[config.mk]
export PLATFORM = sky130hd
export DESIGN_NAME = uart_tx_param
export DESIGN_NICKNAME = d
export VERILOG_FILES = /design/src/rtl/uart_tx_param.sv
export SDC_FILE = /design/constraint.sdc
export NUM_CORES = 1
export LEC_CHECK = 0
export ABC_AREA = 1
export CAP_MARGIN = 20
export CORE_MARGIN = 2
export CORE_UTILIZATION = 50
export CTS_CLUSTER_SIZE = 25
export DETAILED_ROUTE_END_ITERATION = 6
export GPL_TIMING_DRIVEN = 0
export PLACE_DENSITY = 0.7
export SYNTH_ARGS = -nofsm -noshare
export SYNTH_HDL_FRONTEND = slang
export SYNTH_SLANG_ARGS = --single-unit
[constraint.sdc]
create_clock -name i_clock -period 2.7 [get_ports i_clock]
set_clock_uncertainty 0.05 [all_clocks]
set_input_delay 0.54 -clock i_clock [delete_from_list [all_inputs] [get_ports i_clock]]
set_output_delay 0.54 -clock i_clock [all_outputs]
set_load 0.03 [all_outputs]
[src/rtl/uart_tx_param.sv]
// uart_tx_param: parametrised UART transmitter with a baud divider and a small input FIFO.
// Each frame is a start bit, DBIT data bits sent LSB first, an optional parity bit and
// a stop period of SB_TICK ticks. The divisor and parity mode are captured when a word
// leaves the FIFO, so they stay fixed for the whole of that frame.
// Ports:
//   i_clock, i_reset        clock, synchronous active-high reset
//   i_divisor               a baud tick occurs every i_divisor+1 clocks
//   i_parity_mode           00 none, 01 even, 10 odd, 11 mark
//   i_data, i_valid/o_ready word push handshake into the FIFO
//   o_tx                    registered serial line, idle high
//   o_busy                  a frame is in progress (state is not IDLE)
//   o_tx_done               one-clock pulse when a frame ends
//   o_fifo_count            current FIFO occupancy
module uart_tx_param #(
  parameter int DBIT       = 8,
  parameter int OVERSAMPLE = 16,
  parameter int SB_TICK    = 16,
  parameter int DIV_WIDTH  = 16,
  parameter int FIFO_DEPTH = 4,
  parameter int NB_STATE   = 3
) (
  input  logic                          i_clock,
  input  logic                          i_reset,
  input  logic [DIV_WIDTH-1:0]          i_divisor,
  input  logic [1:0]                    i_parity_mode,
  input  logic [DBIT-1:0]               i_data,
  input  logic                          i_valid,
  output logic                          o_ready,
  output logic                          o_tx,
  output logic                          o_busy,
  output logic                          o_tx_done,
  output logic [$clog2(FIFO_DEPTH):0]   o_fifo_count
);

  localparam int PW   = $clog2(FIFO_DEPTH);
  localparam int CNTW = PW + 1;
  localparam int TMAX = (OVERSAMPLE > SB_TICK) ? OVERSAMPLE : SB_TICK;
  localparam int TW   = $clog2(TMAX) + 1;
  localparam int BW   = $clog2(DBIT) + 1;

  localparam logic [TW-1:0]   OS_LAST  = TW'(OVERSAMPLE - 1);
  localparam logic [TW-1:0]   SB_LAST  = TW'(SB_TICK - 1);
  localparam logic [BW-1:0]   BIT_LAST = BW'(DBIT - 1);
  localparam logic [CNTW-1:0] CNT_FULL = CNTW'(FIFO_DEPTH);

  typedef enum logic [NB_STATE-1:0] {IDLE, START, DATA, PARITY, STOP} state_t;

  state_t                state_q, state_nx;
  logic [TW-1:0]         s_q, s_nx;          // ticks within the current bit
  logic [BW-1:0]         bit_q, bit_nx;      // data bits already sent
  logic [DBIT-1:0]       shreg_q, shreg_nx;
  logic                  par_q, par_nx;      // parity bit value for this frame
  logic                  par_en_q, par_en_nx;
  logic [DIV_WIDTH-1:0]  div_q, div_nx;
  logic [DIV_WIDTH-1:0]  baud_q, baud_nx;
  logic                  tx_q, tx_nx;
  logic                  done_q, done_nx;

  logic [DBIT-1:0]       mem [FIFO_DEPTH];
  logic [PW-1:0]         wr_ptr_q, rd_ptr_q;
  logic [CNTW-1:0]       count_q, cnt_nx;
  logic                  ready_q;

  logic push, pop, tick;
  logic [DBIT-1:0] head;

  assign push = i_valid && ready_q;
  assign pop  = (state_q == IDLE) && (count_q != '0);
  assign tick = (baud_q == div_q);
  assign head = mem[rd_ptr_q];

  // FIFO occupancy; push and pop on the same edge cancel out
  always_comb begin
    cnt_nx = count_q;
    case ({push, pop})
      2'b10:   cnt_nx = count_q + CNTW'(1);
      2'b01:   cnt_nx = count_q - CNTW'(1);
      default: cnt_nx = count_q;
    endcase
  end

  // Baud counter restarts on the pop edge so the start bit gets a full period
  always_comb begin
    baud_nx = baud_q + DIV_WIDTH'(1);
    if (pop || tick) baud_nx = '0;
  end

  always_comb begin
    state_nx  = state_q;
    s_nx      = s_q;
    bit_nx    = bit_q;
    shreg_nx  = shreg_q;
    par_nx    = par_q;
    par_en_nx = par_en_q;
    div_nx    = div_q;
    done_nx   = 1'b0;
    case (state_q)
      IDLE: begin
        if (pop) begin
          state_nx  = START;
          s_nx      = '0;
          bit_nx    = '0;
          shreg_nx  = head;
          div_nx    = i_divisor;
          par_en_nx = (i_parity_mode != 2'b00);
          case (i_parity_mode)
            2'b01:   par_nx = ^head;
            2'b10:   par_nx = ~^head;
            default: par_nx = 1'b1;
          endcase
        end
      end
      START: begin
        if (tick) begin
          if (s_q == OS_LAST) begin
            state_nx = DATA;
            s_nx     = '0;
          end else s_nx = s_q + TW'(1);
        end
      end
      DATA: begin
        if (tick) begin
          if (s_q == OS_LAST) begin
            s_nx     = '0;
            shreg_nx = shreg_q >> 1;
            if (bit_q == BIT_LAST) begin
              bit_nx   = '0;
              state_nx = par_en_q ? PARITY : STOP;
            end else bit_nx = bit_q + BW'(1);
          end else s_nx = s_q + TW'(1);
        end
      end
      PARITY: begin
        if (tick) begin
          if (s_q == OS_LAST) begin
            state_nx = STOP;
            s_nx     = '0;
          end else s_nx = s_q + TW'(1);
        end
      end
      STOP: begin
        if (tick) begin
          if (s_q == SB_LAST) begin
            state_nx = IDLE;
            s_nx     = '0;
            done_nx  = 1'b1;
          end else s_nx = s_q + TW'(1);
        end
      end
      default: state_nx = IDLE;
    endcase
  end

  // Line level is derived from the next state so o_tx can come straight from a flop
  always_comb begin
    tx_nx = 1'b1;
    case (state_nx)
      START:   tx_nx = 1'b0;
      DATA:    tx_nx = shreg_nx[0];
      PARITY:  tx_nx = par_nx;
      default: tx_nx = 1'b1;
    endcase
  end

  always_ff @(posedge i_clock) begin
    if (i_reset) begin
      state_q  <= IDLE;
      s_q      <= '0;
      bit_q    <= '0;
      shreg_q  <= '0;
      par_q    <= 1'b0;
      par_en_q <= 1'b0;
      div_q    <= '0;
      baud_q   <= '0;
      tx_q     <= 1'b1;
      done_q   <= 1'b0;
      wr_ptr_q <= '0;
      rd_ptr_q <= '0;
      count_q  <= '0;
      ready_q  <= 1'b1;
    end else begin
      state_q  <= state_nx;
      s_q      <= s_nx;
      bit_q    <= bit_nx;
      shreg_q  <= shreg_nx;
      par_q    <= par_nx;
      par_en_q <= par_en_nx;
      div_q    <= div_nx;
      baud_q   <= baud_nx;
      tx_q     <= tx_nx;
      done_q   <= done_nx;
      if (push) wr_ptr_q <= wr_ptr_q + PW'(1);
      if (pop)  rd_ptr_q <= rd_ptr_q + PW'(1);
      count_q  <= cnt_nx;
      ready_q  <= (cnt_nx != CNT_FULL);
    end
  end

  // Storage needs no reset: the pointers define what is valid
  always_ff @(posedge i_clock) begin
    if (!i_reset && push) mem[wr_ptr_q] <= i_data;
  end

  assign o_ready      = ready_q;
  assign o_tx         = tx_q;
  assign o_busy       = (state_q != IDLE);
  assign o_tx_done    = done_q;
  assign o_fifo_count = count_q;

endmodule
Yosys cells after proc, flatten, opt, wreduce, memory -nomap -nowiden
Memories as Yosys holds them, arrays and structs flattened. A register that Yosys moved wholly into a read port is not among the register bits. Index checks and enable logic that the tools add are counted.

Word-level logic and storage cells: 98. RAM bits: 32. Register bits after elaboration: 64. Input bits: 29. Output and inout bits: 7. Memories kept: 1.

Memory list: mem (words 4, bits a word 8, rd ports 1, clocked after Yosys merged registers in 1, wr ports 1, line 59) `logic [DBIT-1:0] mem [FIFO_DEPTH];`.

Reductions and logical operators: 19. Add/subtract/negate cells: 7. Multiplexer cells: 35. Bitwise operators: 2. Eq/ne operators: 19.

Operators by type and width (count): 2-to-1 mux 3 bit (11); 2-to-1 mux 8 bit (3); adder 16 x 1 -> 16 bit (second input constant) (1); equality test 16 bit (1); 2-to-1 mux 4 bit (4); case mux 8 bit (2 select lines) (1); 2-to-1 mux 5 bit (3); case mux 3 bit (5 select lines) (1); equality test 3 x 2 -> 1 bit (second input constant) (4); case mux 5 bit (2 select lines) (1); case mux 4 bit (2 select lines) (1); XNOR reduction 8 bit (1); parity 8 bit (1); equality test 3 x 1 -> 1 bit (second input constant) (2); != test 2 bit (second input constant) (3); case mux 3 bit (2 select lines) (1); nonzero test 2 bit (3); nonzero test 3 bit (2); adder 5 x 1 -> 5 bit (second input constant) (1); equality test 5 x 4 -> 1 bit (second input constant) (1); 2-to-1 mux 1 bit (5); adder 2 x 1 -> 2 bit (second input constant) (2); adder 4 x 1 -> 4 bit (second input constant) (1); equality test 2 x 1 -> 1 bit (second input constant) (2); other kinds (21) (26).

Longest topological paths before layout
Depth in word-level cells: 7. Mapped depth: 18. Gate-level depth less buffers: 16.

Worst setup path before layout
OpenSTA, ideal clock, no wires.

Path kind: register to register. Start: register state_q[1]. End: register ready_q, in the netlist o_ready. Data arrival time: 2.527 ns. Data required time: 2.525 ns. Period minus slack after synthesis: 2.702 ns. Slack: -0.002 ns. Stages on the path, launching flop included: 13. Library setup time: 0.125 ns. Path buffers: 2. Cell sequence: dfxtp_1 inv_2 nand3_1 nor2_1 buf_2 buf_2 ha_1 inv_1 fa_1 o21ai_0 o21ai_0 a21oi_1 nand3_1.

Longest elaborated chain between the ends: 5. Elaborated cells between the ends (all ways): 6. Those cells by class: eq/ne (3); mux (1); reduce/logical (2).

RTL lines: start, declared (line 48) `state_t state_q, state_nx;`; start signal, assigned (line 182) `state_q <= state_nx;`; logical NOT 3 bit * (line 68) `assign pop = (state_q == IDLE) && (count_q != '0);`; logical AND 1 bit * (line 68); equality test 2 x 1 -> 1 bit or equality test 2 bit (tied branches) (line 75) `case ({push, pop})`; case mux 3 bit (2 select lines) * (line 75); != test 3 bit * (line 195) `ready_q <= (cnt_nx != CNT_FULL);`; end signal, assigned (line 195); end, declared (line 62) `logic ready_q;`.

Every way passes the cells marked *; elsewhere a longest branch is shown, timed or not. A chain may end at the register's enable or synchronous reset.

Final worst setup path
Start: register state_q[2]. End: register ready_q, in the netlist o_ready.

The elaborated chain is that of the path after synthesis.

==> flow_summary_export.csv <==
group,metric,value,unit
run_status,status,"finished clean",
cells_and_area,fin_cells,808,
hold_path,hp-class,"reg2reg",
clock_tree,clock_path_buffers,2,
clock_tree,root_buffer,"clkbuf_8",
critical_path,startpoint_type,"flip-flop",
global_route,grt_max_degree,18,
cells_and_area,fin_nets,715,
critical_path,crit_path_end_kind,"flip-flop",
global_route,grt_use_total,20.64,%
logic_synthesis,synth_nets,670,
sta,drv_slew,0,
floorplanning,coreArea,9284,µm²
placed_design,placedInstanceArea,5310,µm²
critical_path,slowest_stage,"fa_1",
sta,setup_viol,0,
floorplanning,die_area,10410,µm²
clock_tree,worst_skew_pair.late_latency,0.37,ns
detailed_routing,ant_nets,0,
clock_tree,clkTransAtPathRegs,0.09,ns
sta,tightest_slew,0.8495,ns
logic_synthesis,ys_top_cells_by_area,"dfxtp_1 (27%), edfxtp_1 (20%), nand2_1 (16%), a21oi_1 (4.5%), inv_1 (4.5%)",
floorplanning,ios,36,
placed_design,hpwl,7463,µm
global_route,first_global_vias,3751,
placed_design,placed_cells,792,
cells_and_area,design_area,5525,µm²
clock_tree,cts_made_buffers,9,
logic_synthesis,syn_avg_cell_area,7.640,µm²
floorplanning,fp.dieH,102.0,µm
sta,max_slew_margin,43.15,%
clock_tree,cts_tree,"built",
sta,period_needed,2.492,ns
placed_design,place_congestion,0.8525,
cells_and_area,syn_to_final_growth,14.97,%
detailed_routing,drt-initial-drc-count,159,
logic_synthesis,async_flop_share,0,%
detailed_routing,routed_wl,9951,µm
flow_run,maxCapViolations,0,
sta,hold_viol_final,0,
global_route,antenna_found_initial,0,
logic_synthesis,synth_edf_count,32,
global_route,grt_pass1_wl,16930,µm
cells_and_area,final_common_cell,"nand2_1",
cells_and_area,final_core_util,59.51,%
clock_tree,clock_sinks,98,
critical_path,arrival,2.70,ns
sta,timing.fmax,401.2,MHz
detailed_routing,drt-wirelength-per-cell,12.32,µm
sta,hold_slack,0.4105,ns
critical_path,cp.depth,12,
floorplanning,rows,35,
power,vdd.ir_drop.worst,380.0,µV
hold_path,hp-start,"div_q[3]$_SDFFE_PP0P_",
critical_path,reg2reg_slack,0.21,ns
global_route,grt_overflow,0,
logic_synthesis,ys_seq_area_share,47.49,%
critical_path,setup.worst_path.class,"reg2reg",
cells_and_area,final_cell_mix,"nand2_1 (203), dfxtp_1 (66), inv_1 (57), nor2_1 (49), a21oi_1 (43)",
clock_tree,htreeDepth,3,
logic_synthesis,yosys.area.top_type_share,27.49,%
detailed_routing,post-route-drc-count,0,
critical_path,max_stage_delay,0.38,ns
power,total_power,0.005417,W
hold_path,min_path_cells,2,
critical_path,required,2.90,ns
critical_path,rr_endpoint,"o_ready$_SDFF_PP1_",
detailed_routing,via_count,4071,
clock_tree,cts_setup_buffers,0,
critical_path,r2r-start,"state_q[2]$_SDFF_PP0_",
detailed_routing,vias_per_cell,5.038,
critical_path,crit_chain,"inv_2 > nand3_2 > nor2_4 > clkbuf_4 > buf_4 > ha_1 > inv_1 > fa_1 > o21ai_1 > o21ai_0 > a21oi_1 > nand3_1",
critical_path,r2r_cells,12,
cells_and_area,drive_above_1_share,9.426,%
logic_synthesis,synth.cell_area,4806,µm²
sta,rsz0062_at_grt,"no",
sta,post-route-period-util,92.31,%
hold_path,worstHoldEndpoint,"div_q[3]$_SDFFE_PP0P_",
logic_synthesis,yosys_warnings,0,
critical_path,cpLargestDelayFamily,"buffers and inverters",
clock_tree,hold_buffers,0,
power,leakagePower,2.360,nW
cells_and_area,diodes,0,
floorplanning,die_w,102.0,µm
detailed_routing,dr.pass1.iters,4,
critical_path,worstPathBufferInverterCount,4,
logic_synthesis,ys.flop_type,"dfxtp_1",
logic_synthesis,ys_types,39,
logic_synthesis,synth-seq-cells,98,
logic_synthesis,synth_top_area_cell,"dfxtp_1",
placed_design,io_buffers,34,
power,power_density,980.4,nW/µm²
critical_path,crit_fanout,10,
logic_synthesis,synth_cells,629,
floorplanning,start_util,51.77,%
[area by class of cell]
cell class	count	area, µm²
Fill cell	857	3759
Sequential cell	98	2282
Multi-Input combinational cell	437	2152
Timing Repair Buffer	34	340.3
Inverter	77	291.5
Tap cell	129	161.4
Clock buffer	10	127.6
Buffer	17	97.59
Clock inverter	6	72.57
[routing by layer]
metal,part of all wire (%),vias up,global-route usage (%)
met5,0,-,0
met4,1.8,0,7.385
met3,3.9,18,3.352
met2,46,70,33.15
met1,48,1869,28.39
li1,-,2114,-
[state kept, by name, summed over array words and instances, names as in the netlist, named ones only]
register and count:
s_q 5, state_q 3, bit_q 4, o_tx_done 1
wr_ptr_q 2, mem 32, div_q 16, o_tx 1
par_q 1, o_ready 1, baud_q 16, rd_ptr_q 2
par_en_q 1, o_fifo_count 3, shreg_q 8
[cells in the mapped netlist (all sizes together) (2+ instances only)]
cell type	n
nand4	5
o21bai	2
dfxtp	66
nand3	42
buf	9
inv	77
clkbuf	8
a21oi	44
nor3	9
o21ai	34
or2	3
xor2	8
nor3b	3
nor2	58
ha	11
xnor2	3
a22oi	7
nand2	204
edfxtp	32
[through the flow]
step           setup slack (ns)  setup TNS, ns
3_5_place_dp           -0.06711        -0.6609
2_1_floorplan           0.05869              0
3_3_place_gp          -0.005629      -0.005629
6_report                 0.2076              0
5_1_grt                 0.01714              0
4_1_cts                0.005464              0
[cell families (layout without fill, tap and decap cells)]
family | Yosys count | after routing | share of synthesized area [%]
simple gates | 324 | 324 | 29.03
flops | 98 | 98 | 47.49
buf+inv | 94 | 144 | 7.993
compound gates | 90 | 90 | 10.21
fa+ha+maj | 12 | 12 | 3.280
xor+xnor | 11 | 11 | 2.005
[worst max-delay path by stage]
stage,to,slack (ns),start
after floorplan,o_ready$_SDFF_PP1_,0.06,state_q[1]$_SDFF_PP0_
after global placement,o_ready$_SDFF_PP1_,-0.006,state_q[1]$_SDFF_PP0_
after detailed placement,o_ready$_SDFF_PP1_,-0.07,state_q[1]$_SDFF_PP0_
after CTS,o_ready$_SDFF_PP1_,0.005,state_q[1]$_SDFF_PP0_
after global routing,o_ready$_SDFF_PP1_,0.02,state_q[1]$_SDFF_PP0_
final,o_ready$_SDFF_PP1_,0.21,state_q[2]$_SDFF_PP0_
[repair_timing]
action,in CTS,in global routing
endpoints found under the setup margin,2,2
gates resized for setup,1,4
gates cloned,0,0
endpoints found under the hold margin,0,0
[where the power goes]
| part | total [W] | switching, W | internal (W) | leakage (nW) |
|---|---|---|---|---|
| clock | 0.000973 | 0.000533 | 0.000441 | 0.0979 |
| sequential | 0.00197 | 0.000172 | 0.00180 | 0.831 |
| combinational | 0.00247 | 0.00161 | 0.000860 | 1.43 |
[worst register-to-register path, stage by stage (launching register included)]
cell and delay (ns):
dfxtp_1 0.35, inv_2 0.11, nand3_2 0.15, nor2_4 0.19
clkbuf_4 0.23, buf_4 0.20, ha_1 0.16, inv_1 0.07
fa_1 0.38, o21ai_1 0.16, o21ai_0 0.10, a21oi_1 0.17
nand3_1 0.09
No activity file was read; power rests on OpenSTA's default activity.
